`src/rtl/clk_rst_pkg.sv`:
```
`timescale 1ns/1ps
`default_nettype none
// ============================================================================
// Module      : clk_rst_pkg
// Description : Shared types and constants for the reset sequencer and
//               clock-enable generator (state encoding, lock-loss counter
//               sizing, default parameter values).
// Revision    : 1.0 - initial release
// ============================================================================
package clk_rst_pkg;

    // Sequencer state encoding
    typedef logic [2:0] state_t;
    localparam state_t WAIT_LOCK = 3'd0;
    localparam state_t DEBOUNCE  = 3'd1;
    localparam state_t RELEASE   = 3'd2;
    localparam state_t RUN       = 3'd3;
    localparam state_t HOLD      = 3'd4;

    // Lock-loss event counter
    localparam int                    LOSS_CNT_W   = 8;
    localparam logic [LOSS_CNT_W-1:0] LOSS_CNT_MAX = '1;

    // Default parameter values
    localparam int DEF_NUM_DOMAINS    = 4;
    localparam int DEF_STAGGER_CYCLES = 16;
    localparam int DEF_LOCK_DEBOUNCE  = 256;
    localparam int DEF_SOFT_HOLD      = 32;
    localparam int DEF_NUM_CE         = 2;
    localparam int DEF_CE_DIV_W       = 16;

    // Increment that sticks at the maximum instead of wrapping
    function automatic logic [LOSS_CNT_W-1:0] sat_inc_loss(input logic [LOSS_CNT_W-1:0] v);
        return (v == LOSS_CNT_MAX) ? v : v + 1'b1;
    endfunction

endpackage : clk_rst_pkg
`default_nettype wire

```
`src/rtl/ce_div_gen.sv`:
```
`timescale 1ns/1ps
`default_nettype none
// ============================================================================
// Module      : ce_div_gen
// Description : One programmable clock-enable channel. Emits a one-cycle
//               strobe on the first cycle that run is high, then every N
//               cycles, where N = div (0 treated as 1). N is re-sampled
//               only when the period wraps.
// Revision    : 1.0 - initial release
// Ports       : clk_100m - system clock
//               rst_n    - asynchronous active-low reset
//               run      - high for every cycle the channel should be active
//                          (already aligned to the cycle the strobe appears)
//               div      - divide ratio
//               strobe   - registered one-cycle enable pulse
// ============================================================================
module ce_div_gen
    import clk_rst_pkg::*;
#(
    parameter int DIV_W = DEF_CE_DIV_W
) (
    input  logic             clk_100m,
    input  logic             rst_n,
    input  logic             run,
    input  logic [DIV_W-1:0] div,
    output logic             strobe
);

    logic [DIV_W-1:0] r_cnt;
    logic [DIV_W-1:0] r_period;
    logic             r_strobe;
    logic [DIV_W-1:0] w_div_eff;

    assign w_div_eff = (div == '0) ? DIV_W'(1) : div;

    // r_cnt is the position inside the current period; position 0 is the
    // strobe cycle and also the only point where a new ratio is latched.
    always_ff @(posedge clk_100m or negedge rst_n) begin
        if (!rst_n) begin
            r_cnt    <= '0;
            r_period <= DIV_W'(1);
            r_strobe <= 1'b0;
        end else if (!run) begin
            r_cnt    <= '0;
            r_period <= DIV_W'(1);
            r_strobe <= 1'b0;
        end else if (r_cnt == '0) begin
            r_strobe <= 1'b1;
            r_period <= w_div_eff;
            r_cnt    <= (w_div_eff == DIV_W'(1)) ? '0 : DIV_W'(1);
        end else begin
            r_strobe <= 1'b0;
            r_cnt    <= (r_cnt == r_period - DIV_W'(1)) ? '0 : r_cnt + DIV_W'(1);
        end
    end

    assign strobe = r_strobe;

endmodule : ce_div_gen
`default_nettype wire

```
`src/rtl/clk_rst_mgr.sv`:
```
`timescale 1ns/1ps
`default_nettype none
// ============================================================================
// Module      : clk_rst_mgr
// Description : Reset sequencer and clock-enable generator. Qualifies the
//               MMCM lock, releases NUM_DOMAINS resets in staggered order,
//               re-sequences on lock loss or software request and drives
//               NUM_CE programmable clock-enable strobes.
// Revision    : 1.0 - initial release
// Ports       : clk_100m      - system clock (only clock)
//               rst_n         - asynchronous active-low reset
//               mmcm_locked   - asynchronous MMCM lock indication
//               soft_rst_req  - single-cycle software reset request
//               lock_lost_clr - clears the sticky lock_lost flag
//               ce_div        - per-channel divide ratios, packed
//               domain_rst_n  - active-low sequenced domain resets
//               ce_strobe     - one-cycle clock-enable pulses
//               all_ready     - high while in RUN
//               lock_lost     - sticky lock-loss flag
//               lock_loss_cnt - saturating lock-loss event counter
// ============================================================================
module clk_rst_mgr
    import clk_rst_pkg::*;
#(
    parameter int NUM_DOMAINS    = DEF_NUM_DOMAINS,
    parameter int STAGGER_CYCLES = DEF_STAGGER_CYCLES,
    parameter int LOCK_DEBOUNCE  = DEF_LOCK_DEBOUNCE,
    parameter int SOFT_HOLD      = DEF_SOFT_HOLD,
    parameter int NUM_CE         = DEF_NUM_CE,
    parameter int CE_DIV_W       = DEF_CE_DIV_W
) (
    input  logic                         clk_100m,
    input  logic                         rst_n,
    input  logic                         mmcm_locked,
    input  logic                         soft_rst_req,
    input  logic                         lock_lost_clr,
    input  logic [NUM_CE*CE_DIV_W-1:0]   ce_div,
    output logic [NUM_DOMAINS-1:0]       domain_rst_n,
    output logic [NUM_CE-1:0]            ce_strobe,
    output logic                         all_ready,
    output logic                         lock_lost,
    output logic [LOSS_CNT_W-1:0]        lock_loss_cnt
);

    localparam int DEB_W  = $clog2(LOCK_DEBOUNCE) + 1;
    localparam int STG_W  = $clog2(STAGGER_CYCLES) + 1;
    localparam int HOLD_W = $clog2(SOFT_HOLD) + 1;
    localparam int IDX_W  = $clog2(NUM_DOMAINS) + 1;

    // Lock synchroniser
    logic r_sync1;
    logic r_sync2;
    logic w_locked_s;

    // Sequencer state and counters
    state_t                  r_state,     w_state_next;
    logic [DEB_W-1:0]        r_deb_cnt,   w_deb_next;
    logic [STG_W-1:0]        r_stg_cnt,   w_stg_next;
    logic [HOLD_W-1:0]       r_hold_cnt,  w_hold_next;
    logic [IDX_W-1:0]        r_idx,       w_idx_next;

    // Registered outputs
    logic [NUM_DOMAINS-1:0]  r_dom_rst_n, w_dom_next;
    logic                    r_all_ready;
    logic                    r_lock_lost, w_lost_next;
    logic [LOSS_CNT_W-1:0]   r_loss_cnt,  w_loss_cnt_next;
    logic                    w_run_next;

    always_ff @(posedge clk_100m or negedge rst_n) begin
        if (!rst_n) begin
            r_sync1 <= 1'b0;
            r_sync2 <= 1'b0;
        end else begin
            r_sync1 <= mmcm_locked;
            r_sync2 <= r_sync1;
        end
    end

    assign w_locked_s = r_sync2;

    always_ff @(posedge clk_100m or negedge rst_n) begin
        if (!rst_n) begin
            r_state     <= WAIT_LOCK;
            r_deb_cnt   <= '0;
            r_stg_cnt   <= '0;
            r_hold_cnt  <= '0;
            r_idx       <= '0;
            r_dom_rst_n <= '0;
            r_all_ready <= 1'b0;
            r_lock_lost <= 1'b0;
            r_loss_cnt  <= '0;
        end else begin
            r_state     <= w_state_next;
            r_deb_cnt   <= w_deb_next;
            r_stg_cnt   <= w_stg_next;
            r_hold_cnt  <= w_hold_next;
            r_idx       <= w_idx_next;
            r_dom_rst_n <= w_dom_next;
            r_all_ready <= w_run_next;
            r_lock_lost <= w_lost_next;
            r_loss_cnt  <= w_loss_cnt_next;
        end
    end

    // Next-state logic. Output registers are loaded from the same decision so
    // that every output changes on the edge the state changes.
    always_comb begin
        w_state_next    = r_state;
        w_deb_next      = r_deb_cnt;
        w_stg_next      = r_stg_cnt;
        w_hold_next     = r_hold_cnt;
        w_idx_next      = r_idx;
        w_dom_next      = r_dom_rst_n;
        w_lost_next     = r_lock_lost & ~lock_lost_clr;
        w_loss_cnt_next = r_loss_cnt;

        case (r_state)
            WAIT_LOCK: begin
                w_dom_next = '0;
                if (w_locked_s) begin
                    w_state_next = DEBOUNCE;
                    w_deb_next   = '0;
                end
            end

            DEBOUNCE: begin
                w_dom_next = '0;
                if (!w_locked_s) begin
                    // Lock never qualified, so this is not a loss event
                    w_state_next = WAIT_LOCK;
                end else if (w_deb_next == DEB_W'(LOCK_DEBOUNCE - 1)) begin
                    w_state_next = RELEASE;
                    w_dom_next   = NUM_DOMAINS'(1);
                    w_idx_next   = IDX_W'(1);
                    w_stg_next   = '0;
                end else begin
                    w_deb_next = r_deb_cnt + DEB_W'(1);
                end
            end

            RELEASE, RUN: begin
                if (!w_locked_s) begin
                    // Lock loss takes priority over a coincident soft request
                    w_state_next    = WAIT_LOCK;
                    w_dom_next      = '0;
                    w_lost_next     = 1'b1;
                    w_loss_cnt_next = sat_inc_loss(r_loss_cnt);
                end else if (soft_rst_req) begin
                    w_state_next = HOLD;
                    w_dom_next   = '0;
                    w_hold_next  = '0;
                end else if (r_state == RELEASE) begin
                    if (r_idx == IDX_W'(NUM_DOMAINS)) begin
                        w_state_next = RUN;
                    end else if (r_stg_cnt == STG_W'(STAGGER_CYCLES - 1)) begin
                        for (int k = 0; k < NUM_DOMAINS; k++) begin
                            w_dom_next[k] = r_dom_rst_n[k] | (IDX_W'(k) == r_idx);
                        end
                        w_idx_next = r_idx + IDX_W'(1);
                        w_stg_next = '0;
                    end else begin
                        w_stg_next = r_stg_cnt + STG_W'(1);
                    end
                end
            end

            HOLD: begin
                // Runs to completion regardless of lock; DEBOUNCE re-checks it
                w_dom_next = '0;
                if (r_hold_cnt == HOLD_W'(SOFT_HOLD - 1)) begin
                    w_state_next = DEBOUNCE;
                    w_deb_next   = '0;
                end else begin
                    w_hold_next = r_hold_cnt + HOLD_W'(1);
                end
            end

            default: begin
                w_state_next = WAIT_LOCK;
                w_dom_next   = '0;
            end
        endcase
    end

    // CE channels see the upcoming state so their first strobe lines up with
    // the edge that raises all_ready.
    assign w_run_next = (w_state_next == RUN);

    for (genvar i = 0; i < NUM_CE; i++) begin : g_ce
        ce_div_gen #(
            .DIV_W (CE_DIV_W)
        ) u_ce_div_gen (
            .clk_100m (clk_100m),
            .rst_n    (rst_n),
            .run      (w_run_next),
            .div      (ce_div[i*CE_DIV_W +: CE_DIV_W]),
            .strobe   (ce_strobe[i])
        );
    end

    assign domain_rst_n  = r_dom_rst_n;
    assign all_ready     = r_all_ready;
    assign lock_lost     = r_lock_lost;
    assign lock_loss_cnt = r_loss_cnt;

endmodule : clk_rst_mgr
`default_nettype wire
```
`config.mk`:
```
export PLATFORM = sky130hd
export DESIGN_NAME = clk_rst_mgr
export DESIGN_NICKNAME = d
export VERILOG_FILES = /design/src/rtl/clk_rst_pkg.sv /design/src/rtl/ce_div_gen.sv /design/src/rtl/clk_rst_mgr.sv
export SDC_FILE = /design/constraint.sdc
export NUM_CORES = 1
export LEC_CHECK = 0
export CAP_MARGIN = 20
export CORE_MARGIN = 3
export CORE_UTILIZATION = 25
export CTS_BUF_LIST = sky130_fd_sc_hd__clkbuf_4 sky130_fd_sc_hd__clkbuf_8
export DETAILED_ROUTE_END_ITERATION = 12
export GPL_ROUTABILITY_DRIVEN = 1
export PLACE_DENSITY = 0.51
export SLEW_MARGIN = 20
export SYNTH_ARGS = -nofsm -noshare
export SYNTH_HDL_FRONTEND = slang
export SYNTH_HIERARCHICAL = 1
export SYNTH_SLANG_ARGS = --single-unit
export TNS_END_PERCENT = 10
```
`constraint.sdc`:
```
create_clock -name clk_100m -period 2.1 [get_ports clk_100m]
set_input_delay 0.42 -clock clk_100m [delete_from_list [all_inputs] [get_ports clk_100m]]
set_output_delay 0.42 -clock clk_100m [all_outputs]
set_load 0.05 [all_outputs]
```
==> results.sh <==
export IMPL_status="finished with violations"
export IMPL_failed_checks="negative setup slack"
export IMPL_skew_ns=0.0176
export IMPL_syn_num_nets=704
export IMPL_cap_violations=0
export IMPL_numCtsBuffers=9
export IMPL_layout_drive_gt1_share_pct=25.1
export IMPL_numPortBuffers=52
export IMPL_fin_ws_ns=-0.161
export IMPL_clk_latency_ns=0.40
export IMPL_startpoint="g_ce[0].u_ce_div_gen/r_period[5]"
export IMPL_die_h_um=165
export IMPL_async_flop_share_pct=100
export IMPL_cp_end_kind="flip-flop"
export IMPL_yosysSeqAreaShare_pct=42.6
export IMPL_fmax_mhz=442
export IMPL_synthToLayoutAreaGrowth_pct=36.4
export IMPL_r2r_setup_slack_ns=-0.16
export IMPL_syn_area_um2=6360
export IMPL_drt_total_wl_um=16100
export IMPL_drc_errors=0
export IMPL_vias_per_cell=4.73
export IMPL_period_share_pct=108
export IMPL_synth_main_ff_cell="dfrtp_1"
export IMPL_h_tree_depth=3
export IMPL_path_clk_slew_ns=0.12
export IMPL_dp_slack_ns=-0.271
export IMPL_ys_types=67
export IMPL_antenna_found_initial=0
export IMPL_finalSetupViolations=33
export IMPL_slowest_delay_ns=0.46
export IMPL_hold_viol=0
export IMPL_num_vias=5375
export IMPL_layout_nets=860
export IMPL_cts_path_max_buffers=2
export IMPL_rsz0062_at_grt="true"
export IMPL_cp_arrival_ns=2.58
export IMPL_syn_inst=651
export IMPL_critical_path_slowest_cell="dfrtp_2"
export IMPL_gr_total_overflow=0
export IMPL_total_power_mw=3.79
export IMPL_firstDrtPassIters=4
export IMPL_tightest_slew_ns=0.511
export IMPL_antenna_left=0
export IMPL_gp_congestion=0.815
export IMPL_syn_area_per_cell_um2=9.76
export IMPL_layout_min_cycle_time_ns=2.26
export IMPL_worstSetupStartpointType="flip-flop"
export IMPL_relSlewSlack_pct=65.9
export IMPL_cpMostUsedCell="buf_4"
export IMPL_io_pins=53
export IMPL_hold_slack_ns=0.375
export IMPL_place_hpwl_um=11700
export IMPL_ys_ff_latch=108
export IMPL_timing_rr_start="g_ce[0].u_ce_div_gen/r_period[5]"
export IMPL_grt_pass1_wl_um=26700
export IMPL_fin_cells=1136
export IMPL_critical_path_top_delay_family="simple AND/OR/NAND/NOR gates"
export IMPL_grt_start_max_net_pins=52
export IMPL_p_per_area_nw_per_um2=437
export IMPL_wl_per_cell_um=14.2
export IMPL_leakagePower_nw=3.72
export IMPL_cp_required_ns=2.42
export IMPL_diodes=0
export IMPL_drt_iter0_markers=213
export IMPL_cts_tree="built"
export IMPL_coreArea_um2=24700
export IMPL_grt_pass1_vias=5329
export IMPL_path_buf_inv=3
export IMPL_path_class="flip-flop to flip-flop"
export IMPL_drv_slew=0
export IMPL_crit_chain="nor4_4 -> buf_4 -> nand4b_4 -> mux2_4 -> a211oi_4 -> a2111oi_4 -> buf_4 -> clkbuf_16 -> nor3_1"
export IMPL_yosys_warnings=6
export IMPL_initial_core_util_pct=25.8
export IMPL_dp_cells=1100
export IMPL_ir_worst_vdd_uv=237
export IMPL_dpl_cell_area_um2=8040
export IMPL_hold_path_class="flip-flop to flip-flop"
export IMPL_die_w_um=165
export IMPL_design_area_um2=8670
export IMPL_row_count=57
export IMPL_crit_path_end="g_ce[0].u_ce_div_gen/r_cnt[12]"
export IMPL_worst_path_stages=9
export IMPL_grtUsageTotal_pct=12.0
export IMPL_cts_sinks=108
export IMPL_reg2regPathDepth=9
export IMPL_r2r_end="g_ce[0].u_ce_div_gen/r_cnt[12]"
export IMPL_die_area_um2=27400
export IMPL_worst_path_max_fanout=8
export IMPL_synth_edf_count=0
export IMPL_clk_root_buffer_cell="clkbuf_8"
[layout make-up]
class / instances / area (um^2)
clock buffers: 11 / 145
clock inverters: 5 / 67.6
fillers: 2522 / 16000
inverters: 34 / 128
multi-input cells: 484 / 3660
flip-flops and latches: 108 / 2710
well taps: 324 / 405
repair buffers: 170 / 1550
[logic make-up (layout without fill, tap and decap cells)]
family          after synthesis  in the layout  share of synthesized area, %
xor+xnor                     66             66                          9.09
compound gates              117            117                          14.5
flops                       108            108                          42.6
buf+inv                      60            220                          3.90
simple gates                270            271                          24.5
fa+ha+maj                    16             16                          3.15
mux                          14             14                          2.30
[per-layer routing]
layer / vias up / GRT usage (%) / wire length (um)
met5: - / 0 / 0
met4: 0 / 3.48 / 178
met3: 12 / 1.97 / 488
met2: 68 / 19.3 / 7660
met1: 2611 / 16.7 / 7800
li1: 2684 / - / -
[worst min path at each step]
stage            start          endpoint  cells past startpoint
2_1_floorplan    rst_n         all_ready                      0
3_3_place_gp     rst_n  lock_loss_cnt[0]                      1
3_5_place_dp     rst_n  lock_loss_cnt[0]                      1
4_1_cts        r_sync1           r_sync2                      0
5_1_grt        r_sync1           r_sync2                      0
6_report       r_sync1           r_sync2                      0
[placed cells by master (no fill, tap or decap), types with 12 or more instances in the layout]
cell and count:
a22o_1 26, nor4_1 19, nor2_1 35, nand3_1 25
clkdlybuf4s50_1 44, buf_4 102, nor2b_1 14, ha_1 12
nor3_1 45, nand2_1 34, inv_1 30, o21ai_0 19
nand4_1 17, dfrtp_1 102, xnor2_1 40, xor2_1 26
[Yosys cell counts, types with 5 or more instances]
cell,count,share of area (%)
dfrtp_1,106,42
nor3_1,49,3.9
xnor2_1,40,5.5
nor2_1,38,2.2
nand2_1,35,2.1
inv_1,34,2.0
a22o_1,26,3.6
nand3_1,26,2.0
xor2_1,26,3.6
nor4_1,23,2.3
clkbuf_1,20,1.2
o21ai_0,20,1.6
nand4_1,17,1.7
ha_1,16,3.1
nor2b_1,16,1.6
a31oi_1,12,1.2
a21oi_1,10,0.79
and3_1,10,0.98
mux2i_1,9,1.4
nor3b_1,7,0.83
o31ai_1,7,0.83
or3_1,7,0.69
and2_1,6,0.59
nand2b_1,6,0.59
mux2_2,5,0.89
[worst reg2reg max path, stage by stage (launching register included)]
cell,delay [ns]
dfrtp_2,0.46
nor4_4,0.26
buf_4,0.17
nand4b_4,0.14
mux2_4,0.34
a211oi_4,0.25
a2111oi_4,0.08
buf_4,0.17
clkbuf_16,0.16
nor3_1,0.16
[timing repair]
action	CTS	global route
pin swaps	23	11
gates resized for setup	27	32
setup endpoints to repair	52	71
hold buffers	1	0
cloned	1	1
hold endpoints to repair	14	0
buffers inserted	6	12
[flip-flops by register name (all words and copies together), names as in the netlist]
name	cells
r_hold_cnt	6
all_ready	1
g_ce.u_ce_div_gen/r_period	32
domain_rst_n	4
r_deb_cnt	9
g_ce.u_ce_div_gen/r_cnt	32
r_sync2	1
r_stg_cnt	5
r_state	3
lock_loss_cnt	8
r_idx	3
g_ce.u_ce_div_gen/strobe	2
r_sync1	1
lock_lost	1
[per-stage QoR]
stage                     util [%]  TNS [ns]
after detailed placement      32.6    -10.51
after global routing          35.1     -8.31
after CTS                     34.1     -3.96
after global placement        32.6    -10.17
final                         35.1     -4.21
after floorplan                  -     -3.41
[where the power goes]
part	leakage (nW)	switching, mW	internal (mW)
registers	1.46	0.0169	2.10
logic	2.15	0.124	0.139
clock network	0.110	0.786	0.618
total	3.72	0.927	2.86
No activity file was read; power rests on OpenSTA's default activity.
